--- src/rtl/gcd_method_responder_if.sv ---
// -----------------------------------------------------------------------------
// gcd_method_responder_if
// Call/return bundle between a caller and the GCD responder.
//   gcd_a, gcd_b : unsigned operands, sampled by the responder on the start edge
//   gcd_req      : call request level, a call starts on its rising edge
//   gcd_busy     : high while a call is in progress
//   gcd_return   : result of the last completed call
//   gcd_err      : watchdog abort flag (always 0 unless the watchdog is built in)
// Modports: master = caller side, slave = responder side.
// -----------------------------------------------------------------------------
interface gcd_method_responder_if #(
  parameter int WIDTH = 32
);
  logic [WIDTH-1:0] gcd_a;
  logic [WIDTH-1:0] gcd_b;
  logic             gcd_req;
  logic             gcd_busy;
  logic [WIDTH-1:0] gcd_return;
  logic             gcd_err;

  modport master (
    output gcd_a,
    output gcd_b,
    output gcd_req,
    input  gcd_busy,
    input  gcd_return,
    input  gcd_err
  );

  modport slave (
    input  gcd_a,
    input  gcd_b,
    input  gcd_req,
    output gcd_busy,
    output gcd_return,
    output gcd_err
  );
endinterface

--- src/rtl/gcd_method_responder.sv ---
// -----------------------------------------------------------------------------
// gcd_method_responder
// Computes gcd(a, b) of two unsigned WIDTH-bit operands with the binary
// (Stein) algorithm, one step per clock, behind a level-request/busy
// call interface.
//
// Ports:
//   clk   : single clock, all state updates on its rising edge
//   reset : asynchronous, active-high reset
//   bus   : gcd_method_responder_if.slave (gcd_a, gcd_b, gcd_req in;
//           gcd_busy, gcd_return, gcd_err out)
//
// Optional feature: define GCD_WATCHDOG_EN to add a step counter that aborts
// a call after 4*WIDTH SHIFT/REDUCE steps, returning 0 with gcd_err set.
// Without the macro the counter is absent and gcd_err is tied low.
// -----------------------------------------------------------------------------
module gcd_method_responder #(
  parameter int WIDTH = 32
) (
  input  logic                  clk,
  input  logic                  reset,
  gcd_method_responder_if.slave bus
);

  // k counts common factors of two; it never exceeds WIDTH-1.
  localparam int K_W = $clog2(WIDTH) + 1;

  typedef enum logic [2:0] {
    ST_IDLE   = 3'd0,
    ST_INIT   = 3'd1,
    ST_SHIFT  = 3'd2,
    ST_REDUCE = 3'd3,
    ST_DONE   = 3'd4
  } state_t;

  state_t           state_r;
  logic             req_d_r;
  logic [WIDTH-1:0] a_r;
  logic [WIDTH-1:0] b_r;
  logic [K_W-1:0]   k_r;
  logic [WIDTH-1:0] result_r;
  logic             busy_r;
  logic [WIDTH-1:0] return_r;
  logic             wd_hit_s;

`ifdef GCD_WATCHDOG_EN
  localparam int             WD_W     = $clog2(4 * WIDTH) + 1;
  localparam logic [WD_W-1:0] WD_LIMIT = WD_W'(4 * WIDTH);

  logic [WD_W-1:0] wd_cnt_r;
  logic            err_r;

  // Abort once the step budget is used up.
  assign wd_hit_s    = (wd_cnt_r == WD_LIMIT);
  assign bus.gcd_err = err_r;
`else
  assign wd_hit_s    = 1'b0;
  assign bus.gcd_err = 1'b0;
`endif

  assign bus.gcd_busy   = busy_r;
  assign bus.gcd_return = return_r;

  // Call FSM: start detection, binary GCD datapath and registered outputs.
  always_ff @(posedge clk or posedge reset) begin
    if (reset) begin
      state_r  <= ST_IDLE;
      req_d_r  <= 1'b0;
      a_r      <= {WIDTH{1'b0}};
      b_r      <= {WIDTH{1'b0}};
      k_r      <= {K_W{1'b0}};
      result_r <= {WIDTH{1'b0}};
      busy_r   <= 1'b0;
      return_r <= {WIDTH{1'b0}};
`ifdef GCD_WATCHDOG_EN
      wd_cnt_r <= {WD_W{1'b0}};
      err_r    <= 1'b0;
`endif
    end else begin
      req_d_r <= bus.gcd_req;
      case (state_r)
        ST_IDLE: begin
          // Only a fresh rising edge starts a call; edges seen while busy are dropped.
          if (bus.gcd_req && !req_d_r) begin
            a_r     <= bus.gcd_a;
            b_r     <= bus.gcd_b;
            busy_r  <= 1'b1;
            state_r <= ST_INIT;
`ifdef GCD_WATCHDOG_EN
            err_r   <= 1'b0;
`endif
          end else begin
            state_r <= ST_IDLE;
          end
        end

        ST_INIT: begin
`ifdef GCD_WATCHDOG_EN
          wd_cnt_r <= {WD_W{1'b0}};
`endif
          // A zero operand short-circuits: gcd(0, x) = x, gcd(0, 0) = 0.
          if (a_r == {WIDTH{1'b0}}) begin
            result_r <= b_r;
            state_r  <= ST_DONE;
          end else if (b_r == {WIDTH{1'b0}}) begin
            result_r <= a_r;
            state_r  <= ST_DONE;
          end else begin
            k_r     <= {K_W{1'b0}};
            state_r <= ST_SHIFT;
          end
        end

        ST_SHIFT: begin
          if (wd_hit_s) begin
            result_r <= {WIDTH{1'b0}};
            state_r  <= ST_DONE;
`ifdef GCD_WATCHDOG_EN
            err_r    <= 1'b1;
`endif
          end else begin
`ifdef GCD_WATCHDOG_EN
            wd_cnt_r <= wd_cnt_r + WD_W'(1);
`endif
            // Strip common powers of two, remembered in k.
            if (!a_r[0] && !b_r[0]) begin
              a_r <= a_r >> 1;
              b_r <= b_r >> 1;
              k_r <= k_r + K_W'(1);
            end else begin
              state_r <= ST_REDUCE;
            end
          end
        end

        ST_REDUCE: begin
          if (wd_hit_s) begin
            result_r <= {WIDTH{1'b0}};
            state_r  <= ST_DONE;
`ifdef GCD_WATCHDOG_EN
            err_r    <= 1'b1;
`endif
          end else begin
`ifdef GCD_WATCHDOG_EN
            wd_cnt_r <= wd_cnt_r + WD_W'(1);
`endif
            // Difference of two odd values is even, so it is halved right away.
            if (a_r == b_r) begin
              result_r <= a_r << k_r;
              state_r  <= ST_DONE;
            end else if (!a_r[0]) begin
              a_r <= a_r >> 1;
            end else if (!b_r[0]) begin
              b_r <= b_r >> 1;
            end else if (a_r > b_r) begin
              a_r <= (a_r - b_r) >> 1;
            end else begin
              b_r <= (b_r - a_r) >> 1;
            end
          end
        end

        ST_DONE: begin
          return_r <= result_r;
          busy_r   <= 1'b0;
          state_r  <= ST_IDLE;
        end

        default: begin
          busy_r  <= 1'b0;
          state_r <= ST_IDLE;
        end
      endcase
    end
  end

endmodule

--- src/flat_wrapper.sv ---
// flat-port wrapper written by rule: the top's interface ports become plain ports
module gcd_method_responder_flat 
#(
  parameter int WIDTH = 32
)
  (clk, reset, bus_gcd_a, bus_gcd_b, bus_gcd_req, bus_gcd_busy, bus_gcd_return, bus_gcd_err);
  gcd_method_responder_if #(.WIDTH(WIDTH)) bus_i ();
  input  logic clk;
  input  logic reset;
  input wire logic [$bits(bus_i.gcd_a)-1:0] bus_gcd_a;
  input wire logic [$bits(bus_i.gcd_b)-1:0] bus_gcd_b;
  input wire logic [$bits(bus_i.gcd_req)-1:0] bus_gcd_req;
  output wire logic [$bits(bus_i.gcd_busy)-1:0] bus_gcd_busy;
  output wire logic [$bits(bus_i.gcd_return)-1:0] bus_gcd_return;
  output wire logic [$bits(bus_i.gcd_err)-1:0] bus_gcd_err;
  assign bus_i.gcd_a = bus_gcd_a;
  assign bus_i.gcd_b = bus_gcd_b;
  assign bus_i.gcd_req = bus_gcd_req;
  assign bus_gcd_busy = bus_i.gcd_busy;
  assign bus_gcd_return = bus_i.gcd_return;
  assign bus_gcd_err = bus_i.gcd_err;
  gcd_method_responder #(.WIDTH(WIDTH)) u_core (.clk(clk), .reset(reset), .bus(bus_i));
endmodule
--- config.mk ---
export PLATFORM = sky130hd
export DESIGN_NAME = gcd_method_responder_flat
export DESIGN_NICKNAME = d
export VERILOG_FILES = /design/src/rtl/gcd_method_responder_if.sv /design/src/rtl/gcd_method_responder.sv /design/src/flat_wrapper.sv
export SDC_FILE = /design/constraint.sdc
export NUM_CORES = 1
export LEC_CHECK = 0
export ABC_AREA = 1
export CORE_ASPECT_RATIO = 1.25
export CORE_UTILIZATION = 40
export CTS_BUF_LIST = sky130_fd_sc_hd__clkbuf_4
export CTS_CLUSTER_SIZE = 10
export DETAILED_ROUTE_END_ITERATION = 6
export SYNTH_ARGS = -nofsm -noshare
export SYNTH_HDL_FRONTEND = slang
export SYNTH_SLANG_ARGS = --single-unit
export TNS_END_PERCENT = 100
--- constraint.sdc ---
create_clock -name clk -period 7.5 [get_ports clk]
set_clock_uncertainty 0.2 [all_clocks]
set_input_delay 1.5 -clock clk [delete_from_list [all_inputs] [get_ports clk]]
set_output_delay 1.5 -clock clk [all_outputs]
set_load 0.01 [all_outputs]
=== Yosys cells after proc, flatten, opt, wreduce, memory -nomap -nowiden ===
Index checks and enable logic that the tools add are counted.

* Add/sub/neg operators: 3
* $lt $le $gt $ge: 1
* Equality and inequality tests: 17
* Shift operators: 1
* Muxes and demuxes: 30
* Bitwise logic cells: 1
* Reduce and logical (&&, ||, !) cells: 20

{| class="wikitable"
|+ Operators with widths
! operator !! number
|-
| $mux 32 || 15
|-
| $pmux 32 s3 || 2
|-
| $logic_not 32->1 || 2
|-
| $pmux 32 s2 || 1
|-
| $sub 32x32->32 || 2
|-
| $eq 32x32->1 || 1
|-
| $gt 32x32->1 || 1
|-
| $shl 32x6->32 || 1
|-
| $mux 6 || 3
|-
| $mux 3 || 4
|-
| $pmux 3 s4 || 1
|-
| $pmux 6 s2 || 1
|-
| $reduce_and 6->1 || 2
|-
| $ne 3x3->1 const B || 3
|-
| $ne 2x1->1 const B || 4
|-
| $ne 2x2->1 const B || 4
|-
| $reduce_and 4->1 || 2
|-
| $add 6x1->6 const B || 1
|-
| $eq 3x2->1 const B || 2
|-
| $reduce_and 5->1 || 1
|-
| $reduce_and 2->1 || 2
|-
| $reduce_bool 2->1 || 2
|-
| $eq 3x1->1 const B || 1
|-
| $eq 3x3->1 const B || 1
|-
| 10 further kinds || 14
|}

* Bits in registers: 139
* Bits of input ports: 67
* Output and inout bits: 34
* Word-level logic and storage cells: 83

=== Depth between registers and ports, before layout ===
Gate-level depths: netlist of the first run.

* Depth in word-level cells: 6
* Mapped depth: 20
* Gate-level depth less buffers: 18

=== Worst setup path before layout of the first run ===
OpenSTA, ideal clock, no wires.

* Path type: input to register
* Start: input bus_gcd_req
* End: register u_core.b_r[1]
* Setup time: 77 ps
* Arrival: 2712 ps
* Data required time: 7223 ps
* Path slack: 4510 ps
* Stages on the path: 13
* Path buffers: 1
* Path through: nand2_1 nor3b_1 inv_1 a21oi_1 nand2_1 inv_2 nand2_1 inv_1 nand2_1 inv_2 buf_2 nor2_1 a21oi_1

* Cells in the longest elaborated chain, start to end: 3

{| class="wikitable"
|+ RTL lines
! what !! RTL line !! source
|-
| from (decl) || flat_wrapper.sv:12 || <nowiki>input wire logic [$bits(bus_i.gcd_req)-1:0] bus_gcd_req;</nowiki>
|-
| $logic_and 1x1->1 || gcd_method_responder.sv:84 || <nowiki>if (bus.gcd_req && !req_d_r) begin</nowiki>
|-
| $ne 2x1->1 (no line) || - ||
|-
| $reduce_and 6->1 (no line) || - ||
|-
| to (signal assigned) || gcd_method_responder.sv:70 || <nowiki>b_r <= {WIDTH{1'b0}};</nowiki>
|-
| to (signal assigned) || gcd_method_responder.sv:86 || <nowiki>b_r <= bus.gcd_b;</nowiki>
|-
| to (signal assigned) || gcd_method_responder.sv:128 || <nowiki>b_r <= b_r >> 1;</nowiki>
|-
| to (decl) || gcd_method_responder.sv:39 || <nowiki>logic [WIDTH-1:0] b_r;</nowiki>
|}

Every way passes these cells.
A chain may end at the register's enable or synchronous reset.

=== Worst setup path in the final report of the first run ===
* Start: register u_core.a_r[0]
* End: register u_core.b_r[31]

* Cells in the longest elaborated chain, start to end: 4
* Elaborated cells on any way between the ends: 9
* Those cells by class: order compare (1); eq/ne (5); reduce/logical (3)

{| class="wikitable"
|+ RTL lines
! what !! RTL line !! source
|-
| from (decl) || gcd_method_responder.sv:38 || <nowiki>logic [WIDTH-1:0] a_r;</nowiki>
|-
| from (signal assigned) || gcd_method_responder.sv:69 || <nowiki>a_r <= {WIDTH{1'b0}};</nowiki>
|-
| from (signal assigned) || gcd_method_responder.sv:85 || <nowiki>a_r <= bus.gcd_a;</nowiki>
|-
| from (signal assigned) || gcd_method_responder.sv:127 || <nowiki>a_r <= a_r >> 1;</nowiki>
|-
| parallel branches: the longest is 3 deep, another holds $gt 32x32->1 || - ||
|-
| $reduce_and 6->1 (no line) * || - ||
|-
| to (signal assigned) || gcd_method_responder.sv:128 ||
|-
| to (signal assigned) || gcd_method_responder.sv:154 || <nowiki>b_r <= b_r >> 1;</nowiki>
|-
| to (signal assigned) || gcd_method_responder.sv:158 || <nowiki>b_r <= (b_r - a_r) >> 1;</nowiki>
|}

Every way passes the cells marked *.

==> flow_summary.yaml, run 1 <==
power_and_ir_drop:
  total_power_mw: 1.24
  pwr_density_cell_mw_per_mm2: 83.7
  vdd_ir_drop_max_mv: 0.0719
  p_leak_nw: 7.72
yosys:
  ys_seq_area_share_pct: 25.9
  yosysWarnings: 0
  synth_area_leaders: "dfrtp_1, nand2_1, nor2_1"
  synthCells: 2250
  synth_top_area_share_pct: 25.9
  ys_types: 47
  synth_largest_area_cell: "dfrtp_1"
  synth_area_per_cell_um2: 5.98
  synth_seq_cells: 139
  synth_fp_nets: 2384
  syn_area_mm2: 0.0134
cells_and_area:
  mostFrequentLayoutCells: "nand2_1, nor2_1, inv_1"
  drive_gt1_share_pct: 4.37
  final_nets: 2415
  nFillCells: 3643
  area_delta_synth_final_pct: 10.2
  layout_commonest_cell: "nand2_1"
  register_area_mm2: 0.00348
  multi_input_area_mm2: 0.00850
outcome:
  violations: "design-rule violations"
  outcome: "complete, but fails checks"
placement:
  dp_hpwl_um: 43400
  io_buffers: 99
  routabilityCongestion: 0.980
floorplan:
  start_util_pct: 40.9
  die_w_um: 166
  core_mm2: 0.0329
  die_area_mm2: 0.0344
  rows: 74
  ios: 101
  die-height_um: 207
grt:
  grt_max_degree: 76
  antenna_found_initial: 1
  grtUsageTotal_pct: 31.8
  grt_pass1_wl_um: 83200
  grt_overflow_total: 0
  grt_pass1_vias: 14300
min_path:
  hold_depth: 2
  min_to: "u_core.result_r[31]"
  hold_start: "u_core.result_r[31]"
  hold_class: "flip-flop to flip-flop"
detailed_routing:
  post-route-drc-count: 6
  ant_nets: 0
  drt-pass1-iter-count: 7
  vias_per_cell: 5.43
  vias: 14700
  wl_per_cell_um: 20.0
  routed_wl_um: 54200
  drt-initial-drc-count: 1748
setup_path:
  crit_required_ns: 7.79
  worstPathArrival_ns: 5.16
  crit_type: "flip-flop to flip-flop"
  rr_worst_depth: 17
  r2r_setup_slack_ns: 2.63
  cp_common_cell: "nand2_1"
  slowest_delay_ns: 0.98
  regToRegEndpoint: "u_core.b_r[31]"
  endpoint_kind: "flip-flop"
  crit_chain: "clkinv_1 -> ha_1 -> fa_1 -> inv_1 -> nand3_1 -> nand2_1 -> nand2_1 -> nand2_2 -> nand2_1 -> nand2_2 -> nand2_2 -> nand2_4 -> nand4_1 -> nand2_1 -> inv_2 -> nand3_1 -> o21ai_1"
  rr_startpoint: "u_core.a_r[0]"
  worst_setup_path_start_kind: "flip-flop"
  slowest_stage: "nand2_1"
  path_max_fanout: 32
clock_network:
  cts_sinks: 139
  clk_latency_ns: 0.61
  post_cts_buffers: 0
  cts_root_buf: "clkbuf_4"
  cts.htree.levels: 4
  post_cts_resize_count: 0
  cts_tree: "done"
  cts_buffers: 17
  holdBufCountCts: 0
  clk_pin_slew_ns: 0.13
  cts_max_path_buffers: 2
sta:
  rsz0062_at_grt: "no"
  clock.fmax_mhz: 205
  tns_ns: 0
  fin_crit_sh_pct: 65.0
  tightestPinTransition_ns: 1.31
  max-slew-margin-rel_pct: 12.6
  post-route-min-period_ns: 4.87
  timing.hold.ws_ns: 0.284
  slew_viol_final: 0
  report.final.hold_viol_count: 0
  final-setup-viol-count: 0
job:
  cap_violations: 0
layout make-up:
cell class | count | area share, %
clock inverters | 7 | 0.371
multi-input cells | 1740 | 57.3
inverters | 270 | 6.89
well taps | 418 | 3.53
clock buffers | 20 | 1.01
diodes | 1 | 0.0169
repair buffers | 113 | 7.39
flip-flops and latches | 139 | 23.5
synth_stat cells, drive strengths merged:
cell,instances
a211oi,1
nand2,789
conb,1
nor3b,1
a221oi,1
or2,8
o21bai,5
a22o,1
mux2i,9
xnor2,12
nand3b,6
nor2,284
nor3,3
o21ai,201
clkbuf,59
clkinv,3
buf,42
ha,65
a22oi,30
mux2,13
nand3,128
nor4,6
inv,267
o21a,4
and2,2
nand4,25
a21oi,99
xor2,20
a21o,3
dfrtp,139
fa,2
a31oi,2
o211ai,19
worst max-delay path by stage:
stage                       start             end  slack [ns]  cells after the start
finish              u_core.a_r[0]  u_core.b_r[31]        2.63                     17
floorplan                   reset   u_core.a_r[0]        2.08                      1
global route        u_core.a_r[0]  u_core.b_r[29]        2.39                     17
detailed placement    bus_gcd_req  u_core.b_r[31]        2.12                     13
global placement      bus_gcd_req  u_core.b_r[31]        2.19                     13
CTS                 u_core.a_r[0]  u_core.b_r[17]        2.78                     17
through the flow:
step / area (um2) / setup slack (ns) / utilization [%] / std cells
6_report: 14800 / 2.63 / 45.1 / 2708
3_5_place_dp: 14600 / 2.12 / 44.5 / 2680
5_1_grt: 14800 / 2.39 / 45.1 / 2708
3_3_place_gp: 14600 / 2.19 / 44.5 / 2680
4_1_cts: 14800 / 2.78 / 45.1 / 2707
2_1_floorplan: 13400 / 2.08 / - / 2250
per-layer routing:
layer | vias to the layer above | share of wire, % | global-route usage [%]
met1 | 6786 | 42 | 40.9
met4 | 0 | 4.7 | 15.6
met2 | 642 | 47 | 52.7
met5 | - | 0 | 0
met3 | 110 | 7.0 | 3.94
li1 | 7179 | - | -
logic make-up (layout without fill, tap and decap cells):
group	count (synthesis)	in the layout	synth area share (%)
compound gates	366	366	15.0
xor+xnor	32	32	2.08
fa+ha+maj	67	67	6.34
buf+inv	371	410	11.0
flops	139	139	25.9
mux	22	22	1.76
other cells	1	2	0.0279
simple gates	1252	1252	37.9
registers in the layout, indices dropped and copies added, names as in the netlist:
register / flops
u_core.a_r: 32
u_core.b_r: 32
u_core.bus.gcd_busy: 1
u_core.bus.gcd_return: 32
u_core.k_r: 6
u_core.req_d_r: 1
u_core.result_r: 32
u_core.state_r: 3
worst max-delay path, delay by kind of cell (launching register included):
family | cells | cell delay (ns)
AO/OA/AOI/OAI | 1 | 0.09
adder cells (fa/ha/maj) | 2 | 0.86
buffers and inverters | 3 | 1.12
flip-flops | 1 | 0.49
AND/OR/NAND/NOR | 11 | 1.97
where the power goes:
part / internal (mW) / switching (mW)
clock: 0.161 / 0.274
sequential: 0.749 / 0.0000772
combinational: 0.0308 / 0.0264
total: 0.941 / 0.300
No activity file was read; power rests on OpenSTA's default activity.
==> run 2: changes to the inputs <==
==> constraint.sdc (replaced) <==
create_clock -name clk -period 4.1 [get_ports clk]
set_clock_uncertainty 0.2 [all_clocks]
set_input_delay 0.82 -clock clk [delete_from_list [all_inputs] [get_ports clk]]
set_output_delay 0.82 -clock clk [all_outputs]
set_load 0.01 [all_outputs]
==> flow_summary.yaml, run 2 (synthesis gave the netlist of run 1 again) <==
setup_path:
  cp_num_cells: 17
  crit_type: "flip-flop to flip-flop"
  rr_startpoint: "u_core.b_r[0]"
  slowest_stage: "dfrtp_1"
  endpoint_kind: "flip-flop"
  cp.buffers_inverters: 2
  regToRegEndpoint: "u_core.a_r[15]"
  path_delay_family: "simple AND/OR/NAND/NOR gates"
  worstPathArrival_ns: 3.94
  crit_required_ns: 4.44
  worst_setup_path_start_kind: "flip-flop"
  crit_end: "u_core.a_r[15]"
  setup.worst_path.start: "u_core.b_r[0]"
  path_max_fanout: 31
  r2r_setup_slack_ns: 0.50
  rr_worst_depth: 17
  slowest_delay_ns: 0.60
  crit_chain: "ha_1 -> fa_1 -> inv_1 -> nand3_1 -> nand2_1 -> nand2_1 -> nand2_2 -> nand2_1 -> nand2_2 -> nand2_2 -> nand2_4 -> nand2_4 -> o21ai_4 -> nand2_4 -> inv_4 -> nor2_1 -> nor2_1"
sta:
  max-slew-margin-rel_pct: 19.6
  fin_crit_sh_pct: 87.8
  report.final.hold_viol_count: 0
  post-route-min-period_ns: 3.60
  slew_viol_final: 0
  timing.hold.ws_ns: 0.288
  tns_ns: 0
  clock.fmax_mhz: 278
  tightestPinTransition_ns: 1.20
  setup_ws_ns: 0.501
  rsz0062_at_grt: "no"
  final-setup-viol-count: 0
floorplan:
  die_w_um: 166
  die-height_um: 207
  rows: 74
  start_util_pct: 40.9
  core_mm2: 0.0329
  die_area_mm2: 0.0344
  ios: 101
grt:
  grtUsageTotal_pct: 32.9
  grt_pass1_vias: 14300
  grt_overflow_total: 0
  grt_pass1_wl_um: 85300
  antenna_found_initial: 2
  grt_max_degree: 140
detailed_routing:
  vias_per_cell: 5.43
  drt-initial-drc-count: 1467
  vias: 14800
  wl_per_cell_um: 20.6
  post-route-drc-count: 8
  drt-pass1-iter-count: 7
  routed_wl_um: 56200
  ant_nets: 0
power_and_ir_drop:
  pwr_density_cell_mw_per_mm2: 160
  vdd_ir_drop_max_mv: 0.139
  p_leak_nw: 7.82
placement:
  dp_hpwl_um: 45400
  place_ws_ns: 0.602
  io_buffers: 99
  routabilityCongestion: 1.02
  dp_cells: 2695
clock_network:
  cts_tree: "done"
  clk_latency_ns: 0.64
  cts_sinks: 139
  post_cts_buffers: 0
  cts_buffers: 17
  cts_root_buf: "clkbuf_4"
  clk_pin_slew_ns: 0.14
  holdBufCountCts: 0
  post_cts_resize_count: 0
  cts.htree.levels: 4
  cts_max_path_buffers: 2
cells_and_area:
  nFillCells: 3654
  layout_commonest_cell: "nand2_1"
  register_area_mm2: 0.00348
  finalNonFillerCells: 2729
  mostFrequentLayoutCells: "nand2_1, nor2_1, inv_1"
  area_delta_synth_final_pct: 11.7
  utilization_pct: 45.7
  drive_gt1_share_pct: 5.37
  multi_input_area_mm2: 0.00850
  final_nets: 2430
min_path:
  hold_class: "flip-flop to flip-flop"
outcome:
  outcome: "complete, but fails checks"
  violations: "design-rule violations"
job:
  cap_violations: 0
## run 2: worst min path at each step
stage / end / start / depth (start not counted)
detailed placement: u_core.result_r[17] / u_core.result_r[17] / 2
floorplan: u_core.result_r[18] / u_core.result_r[18] / 2
global placement: u_core.result_r[17] / u_core.result_r[17] / 2
global route: u_core.result_r[17] / u_core.result_r[17] / 2
finish: u_core.result_r[17] / u_core.result_r[17] / 2
CTS: u_core.result_r[17] / u_core.result_r[17] / 2
## run 2: area by class of cell
type,instances,area share [%]
multi-input combinational,1740,56.5
sequential,139,23.1
timing repair buffer,128,8.21
inverter,270,6.79
tap,418,3.48
clock inverter,14,0.916
clock buffer,18,0.899
antenna,2,0.0333
## run 2: worst min-delay path, cell delays in order (launching register included)
cell	delay (ns)
dfrtp_1	0.36
nand2_1	0.05
nand2_1	0.05
## run 2: stage by stage
stage | instance area, um2 | power, mW
3_5_place_dp | 14800 | 1.50
4_1_cts | 15000 | 2.42
6_report | 15000 | 2.40
5_1_grt | 15000 | 2.47
2_1_floorplan | 13500 | 1.42
3_3_place_gp | 14800 | 1.50
## run 2: layer usage
layer | track usage [%] | wire (um)
met1 | 43.1 | 24400
met2 | 54.8 | 26500
met3 | 3.31 | 2920
met4 | 14.2 | 2350
met5 | 0 | 0
## run 2: power by group
group	switching (mW)	internal, mW	total (mW)	leakage, nW
Sequential	0.000126	1.37	1.37	1.92
Clock	0.603	0.320	0.923	0.138
Combinational	0.0462	0.0575	0.104	5.76
